--- src/rtl/ether_tx_scheduler.sv ---
// Round-robin scheduler muxing two GMII byte-stream sources onto one TX port, with IFG and watchdog.
// Latency: one registered cycle from the granted source's en/er/data to tx_en/tx_er/tx_data.
// Backpressure: none on the byte path; a source waits for its start pulse, and an idle source loses its grant.
module ether_tx_scheduler #(
   parameter int IFG_CYCLES    = 12,
   parameter int START_TIMEOUT = 16,
   parameter int MAX_FRAME     = 1530
) (
   input  logic        clk,
   input  logic        rst,
   input  logic        enable,
   input  logic [1:0]  req,
   output logic [1:0]  start,
   output logic [1:0]  gnt,
   input  logic        src0_en,
   input  logic        src0_er,
   input  logic [7:0]  src0_data,
   input  logic        src1_en,
   input  logic        src1_er,
   input  logic [7:0]  src1_data,
   output logic        tx_en,
   output logic        tx_er,
   output logic [7:0]  tx_data,
   output logic        busy,
   output logic [15:0] frame_cnt,
   output logic [7:0]  abort_cnt
);

   typedef enum logic [2:0] {IDLE, START, WAIT_EN, XMIT, ABORT, GAP} state_t;

   typedef struct packed {
      logic       en;
      logic       er;
      logic [7:0] data;
   } gmii_t;

   // Terminal values for the shared cycle/byte counter in each state.
   localparam logic [15:0] TO_LAST  = 16'(START_TIMEOUT - 1);
   localparam logic [15:0] MAX_LAST = 16'(MAX_FRAME);
   localparam logic [15:0] IFG_LAST = 16'(IFG_CYCLES - 1);

   state_t      state, state_n;
   logic        sel, sel_n;     // granted source index
   logic        last, last_n;   // last-granted source, drives the tie-break
   logic [15:0] cnt, cnt_n;     // timeout / byte / gap counter, reused per state
   gmii_t       src;            // granted source, unregistered
   gmii_t       tx_q, tx_n;     // registered TX pins
   logic        frame_inc, abort_inc;
   logic        active;
   logic [1:0]  sel_oh;

   // Only the granted source is ever looked at.
   always_comb begin
      src = sel ? {src1_en, src1_er, src1_data} : {src0_en, src0_er, src0_data};
   end

   // Next-state, arbitration and next TX byte.
   always_comb begin
      state_n   = state;
      sel_n     = sel;
      last_n    = last;
      cnt_n     = cnt;
      tx_n      = '0;
      frame_inc = 1'b0;
      abort_inc = 1'b0;
      case (state)
         IDLE: begin
            if (enable && (req != 2'b00)) begin
               // Single requester wins outright; on a tie the other-than-last source wins.
               sel_n   = (req == 2'b11) ? ~last : req[1];
               state_n = START;
            end
         end
         START: begin
            last_n  = sel;
            cnt_n   = '0;
            state_n = WAIT_EN;
         end
         WAIT_EN: begin
            if (src.en) begin
               // First byte is captured on the same edge that enters XMIT.
               tx_n    = src;
               cnt_n   = 16'd1;
               state_n = XMIT;
            end else if (cnt == TO_LAST) begin
               abort_inc = 1'b1;
               cnt_n     = '0;
               state_n   = GAP;
            end else begin
               cnt_n = cnt + 16'd1;
            end
         end
         XMIT: begin
            if (!src.en) begin
               frame_inc = 1'b1;
               cnt_n     = '0;
               state_n   = GAP;
            end else if (cnt >= MAX_LAST) begin
               // Runaway frame: the ABORT cycle shows an error byte on the pins.
               tx_n    = '{en: 1'b1, er: 1'b1, data: 8'h00};
               state_n = ABORT;
            end else begin
               tx_n  = src;
               cnt_n = cnt + 16'd1;
            end
         end
         ABORT: begin
            abort_inc = 1'b1;
            cnt_n     = '0;
            state_n   = GAP;
         end
         GAP: begin
            if (cnt == IFG_LAST) begin
               state_n = IDLE;
            end else begin
               cnt_n = cnt + 16'd1;
            end
         end
         default: begin
            state_n = IDLE;
         end
      endcase
   end

   // State, TX register and saturating statistics.
   always_ff @(posedge clk) begin
      if (rst) begin
         state     <= IDLE;
         sel       <= 1'b0;
         last      <= 1'b1;
         cnt       <= '0;
         tx_q      <= '0;
         frame_cnt <= '0;
         abort_cnt <= '0;
      end else begin
         state <= state_n;
         sel   <= sel_n;
         last  <= last_n;
         cnt   <= cnt_n;
         tx_q  <= tx_n;
         if (frame_inc && (frame_cnt != 16'hFFFF)) begin
            frame_cnt <= frame_cnt + 16'd1;
         end
         if (abort_inc && (abort_cnt != 8'hFF)) begin
            abort_cnt <= abort_cnt + 8'd1;
         end
      end
   end

   // Grant and start decode straight from registered state, so they are glitch-free.
   always_comb begin
      active = (state == START) || (state == WAIT_EN) || (state == XMIT) || (state == ABORT);
      sel_oh = sel ? 2'b10 : 2'b01;
      gnt    = active ? sel_oh : 2'b00;
      start  = (state == START) ? sel_oh : 2'b00;
      busy   = (state != IDLE);
   end

   assign tx_en   = tx_q.en;
   assign tx_er   = tx_q.er;
   assign tx_data = tx_q.data;

endmodule

--- config.mk ---
export PLATFORM = sky130hd
export DESIGN_NAME = ether_tx_scheduler
export DESIGN_NICKNAME = d
export VERILOG_FILES = /design/src/rtl/ether_tx_scheduler.sv
export SDC_FILE = /design/constraint.sdc
export NUM_CORES = 1
export LEC_CHECK = 0
export ABC_AREA = 1
export BUFFER_PORTS_ARGS = -buffer_cell sky130_fd_sc_hd__buf_2
export CORE_MARGIN = 2
export CORE_UTILIZATION = 27
export DETAILED_ROUTE_END_ITERATION = 7
export MAX_ROUTING_LAYER = met4
export PLACE_DENSITY = 0.42
export SLEW_MARGIN = 40
export SYNTH_ARGS = -nofsm -noshare
export SYNTH_HDL_FRONTEND = slang
export SYNTH_SLANG_ARGS = --single-unit
--- constraint.sdc ---
create_clock -name clk -period 2.1 [get_ports clk]
set_clock_uncertainty 0.05 [all_clocks]
set_input_delay 0.42 -clock clk [delete_from_list [all_inputs] [get_ports clk]]
set_output_delay 0.42 -clock clk [all_outputs]
set_load 0.02 [all_outputs]
# Word level (Yosys, flattened, before mapping)
# Cells that the tools add are included.
[totals]
ff_bits = 55
in_bits = 25
output_inout_bits = 39
wordCells = 71
[op_classes]
n_addsub = 3
magnitude_cmp = 1
n_eq_ne = 16
muxes = 27
bitwise_logic = 1
reduce_logical = 14
[op_table]
columns = ["cell", "count"]
rows = [
  ["16-bit two-way mux", 5],
  ["16-bit case mux with 4 select lines", 1],
  ["16-bit by 1-bit adder with 16-bit output, second input constant", 2],
  ["16-bit by 4-bit == test with 1-bit output, second input constant", 2],
  ["10-bit two-way mux", 3],
  ["10-bit case mux with 2 select lines", 1],
  ["3-bit two-way mux", 6],
  ["3-bit case mux with 6 select lines", 1],
  ["16-bit by 11-bit >= comparator with 1-bit output, second input constant", 1],
  ["16-bit != test, second input constant", 1],
  ["9-bit two-way mux", 1],
  ["3-bit != test, second input constant", 3],
  ["8-bit by 1-bit adder with 8-bit output, second input constant", 1],
  ["8-bit != test, second input constant", 1],
  ["3-bit by 2-bit == test with 1-bit output, second input constant", 2],
  ["3-bit == test, second input constant", 2],
  ["2-bit two-way mux", 3],
  ["2-bit != test, second input constant", 3],
  ["1-bit two-way mux", 5],
  ["4-bit AND reduction", 1],
  ["4-bit nonzero test", 1],
  ["3-bit by 1-bit == test with 1-bit output, second input constant", 1],
  ["1-bit logical AND", 3],
  ["3-bit logical NOT", 1],
  ["other kinds (9)", 11],
]

# Longest topological paths before layout
[depth]
ltp_word = 5
mapped_depth = 13
mapped_depth_nobuf = 12

# Worst setup path before layout
# No wires, ideal clock.
[synth_timing]
path_kind = "flip-flop to flip-flop"
startpoint = "register frame_cnt[0]"
endpoint = "register frame_cnt[10]"
setup_time_ps = 132
arrival_ps = 1573
required_ps = 1918
slack_ps = 345
stages_incl_launch_ff = 10
path_buffers = 1
synth_period_minus_slack_ps = 1755
path_cell_list = "dfxtp_1 -> ha_1 -> nand3_1 -> nor2_1 -> nand3_1 -> nand2_2 -> inv_2 -> buf_2 -> nand2_1 -> a21oi_1"
[synth_between]
elab_chain_cells = 2
word_cells_on_any_way = 3
classes_between = "add/sub: 1; eq/ne: 1; reduce/logical: 1"
[synth_rtl]
columns = ["item", "line", "text"]
rows = [
  ["from (decl)", "25", "output logic [15:0] frame_cnt,"],
  ["from (signal assigned)", "142", "frame_cnt <= frame_cnt + 16'd1;"],
  ["branches (longest 2 deep; another with 16-bit by 1-bit adder with 16-bit output)", "n/a", ""],
]
# Parallel ways; which one is timed is not known.
# A chain may end at the register's enable or synchronous reset.

# Worst setup path after layout
[layout_timing]
startpoint = "register state[0]"
endpoint = "output port start[1]"
[layout_between]
elab_chain_cells = 2
[layout_rtl]
columns = ["item", "line", "text"]
rows = [
  ["from (decl)", "42", "state_t state, state_n;"],
  ["from (signal assigned)", "136", "state <= state_n;"],
  ["3-bit by 1-bit == test with 1-bit output", "155", "start = (state == START) ? sel_oh : 2'b00;"],
  ["2-bit two-way mux", "155", ""],
  ["to (decl)", "13", "output logic [1:0] start,"],
]
# Every way passes these cells.

==> flow_summary.toml <==
[cells_and_area]
drive_above_1_share = 0.1875
multi_input_area_mm2 = 0.001896
fill_cells = 1334
seqCellArea_mm2 = 0.001102
antenna_cells = 0
area_growth_pct = 19.98
layout.nets = 636

[power_and_ir_drop]
fin_total_pwr_w = 0.004154
power.density_mw_per_mm2 = 1047
peakVddDrop_uv = 367.2
leakage_nw = 1.865

[setup_path]
critPathCaptureType = "primary output"
crit_slowest_cell = "dfxtp_2"
critPathMaxFanout = 5
criticalPathCategory = "reg -> out"
cpPeakStageDelay_ns = 0.38
worstSetupStartpointType = "register"
worstPathCellList = "inv_2 > nor2_2 > inv_1 > nor2_1 > inv_1 > nor2_1 > buf_2"
worstPathRequired_ns = 1.63
worstPathArrival_ns = 1.45

[clock_tree]
cts_made_buffers = 5
postCtsHoldBufs = 0
clk_path_buf_depth = 2
cts_tree = "yes"
cts_root_buf = "clkbuf_16"
clkTransAtPathRegs_ns = 0.08
h-tree-depth = 2
post_cts_buffers = 0
insertion_delay_ns = 0.31
ctsResizeCount = 0
cts.sinks = 55

[detailed_routing]
vias_per_cell = 4.446
vias = 3357
wirelength_mm = 8.985
drt_pass1_iterations = 4
drt-initial-drc-count = 214
drc = 0
ant_nets = 0
wl_per_cell_um = 11.90

[timing]
hold_ws_ns = 0.3074
worst_slack_ns = 0.1823
hold_viol = 0
rsz0062_at_grt = "false"
period_needed_ns = 1.918
finalCritPeriodShare = 0.9132
setup_viol = 0
setup_tns_ns = 0
slew_headroom = 0.7185
slew_violations = 0
worst_slew_pin_slew_ns = 0.4222
fmaxAchievable_ghz = 0.5215

[floorplan]
start_util = 0.2764
die_h_um = 114.7
std_cell_rows = 40
num_io_pins = 64
dieArea_mm2 = 0.01314
core-area_mm2 = 0.01196
die_w_um = 114.7

[grt]
grt_usage = 0.1456
grt_pass1_vias = 3059
grt_pass1_wl_mm = 14.95
overflow = 0
antenna_found_initial = 0
grt_max_degree = 18

[yosys]
async_reset_ff_frac = 0
avgSynthCellArea_um2 = 6.144
syn_nets = 567
netlist_instances = 538
syn-cell-area_mm2 = 0.003306
synth_ff_type = "dfxtp_1"
synth_edf_count = 0
yosysWarnings = 0
ys_seq_area_frac = 0.3331
ys_ff_latch = 55
yosysUniqueCellTypes = 29

[flow_run]
maxCapViolCount = 0

[placed_design]
io_buffers = 63
pre_cts_ws_ns = 0.1100
place_congestion = 0.8383
dp_hpwl_mm = 6.740

[outcome]
status = "completed"

[hold_path]
hp-class = "in -> reg"
[synthesized netlist by cell type, types with 2 or more instances]
cell      instances  area [um2]
nand2_4           3       33.78
nor2_1           87       326.6
buf_2             4       20.02
a21oi_1          35       175.2
o21ai_0          20       100.1
ha_1              4       50.05
nand4_1           4       25.02
nor3_1           12       60.06
nand2_2           7       43.79
nand2_1         161       604.3
xor2_1           12       105.1
buf_6             2       22.52
buf_4             2       15.01
xnor2_1           3       26.28
inv_1            54       202.7
nor2_2            7       43.79
inv_2             7       26.28
nand3_1          45       225.2
clkbuf_1          5       18.77
dfxtp_1          55        1101
[layer usage]
metal  part of all wire  global-route usage
met3              0.038             0.03070
met5                  0                   -
met1               0.50              0.1866
met2               0.45              0.2300
met4              0.015             0.04553
[registers in the layout, indices dropped and copies added, names as in the netlist]
| name | cells |
|---|---|
| abort_cnt | 8 |
| tx_er | 1 |
| tx_data | 8 |
| cnt | 16 |
| last | 1 |
| tx_en | 1 |
| sel | 1 |
| frame_cnt | 16 |
| state | 3 |
[area by class of cell]
cell class | instances | share of cell area
clock buffer | 5 | 0.03155
clock inverter | 3 | 0.004732
inverter | 62 | 0.05931
multi-input combinational | 408 | 0.4779
sequential | 55 | 0.2779
tap | 147 | 0.04637
timing repair buffer | 75 | 0.1022
[critical path: cells and delay by family (launching register included)]
family	cells	cell delay, ns
buffers and inverters	4	0.41
flip-flops	1	0.38
AND/OR/NAND/NOR	3	0.35
[stage by stage]
stage	util	area, um2	std cells
after CTS	0.3313	3963	755
after global placement	0.3192	3819	747
final	0.3316	3966	755
after global routing	0.3316	3966	755
after floorplan	-	3306	538
after detailed placement	0.3192	3819	747
[layout by cell type (no fill, tap or decap)]
master     count
buf_4         12
nand3_1       45
nand2_2        8
o21ai_1        1
xor2_1        12
inv_4          1
xnor2_1        3
nand2_4        3
inv_6          1
o21ai_2        1
dfxtp_2        1
nor3_1        12
nand4_1        4
clkbuf_16      5
clkinv_2       2
buf_2         63
ha_1           4
mux2i_1        1
or2_1          1
dfxtp_1       54
nand2_1      160
o21ai_4        1
o21ai_0       20
nor2_4         1
nor2_2         7
nor2_1        87
inv_2          7
nand3_2        1
inv_1         54
a21oi_1       35
nor4_1         1
[where the power goes]
part           internal (W)  switching (W)
combinational      0.000615        0.00129
clock              0.000445       0.000429
sequential          0.00120       0.000174
total               0.00226        0.00189
[path summary, 6_finish.rpt]
path | startpoint | endpoint | slack, ns | depth (start not counted)
setup / recovery | state[0] | start[1] | 0.18 | 7
setup reg to reg | cnt[1] | cnt[12] | 0.24 | 10
hold reg to reg | last | last | 0.42 | 2
hold / removal | src0_data[7] | tx_data[7] | 0.31 | 3
[kinds of logic (layout without fill, tap and decap cells)]
logic type | count (synthesis) | in the layout | synth area share
and+or+nand+nor | 330 | 330 | 0.4224
buffers and inverters | 75 | 145 | 0.09425
AOI/OAI and AO/OA | 58 | 58 | 0.09236
DFF | 55 | 55 | 0.3331
xor gates and xnor gates | 15 | 15 | 0.03974
adders and majority gates | 4 | 4 | 0.01514
muxes | 1 | 1 | 0.003028
No activity file was read; power rests on OpenSTA's default activity.
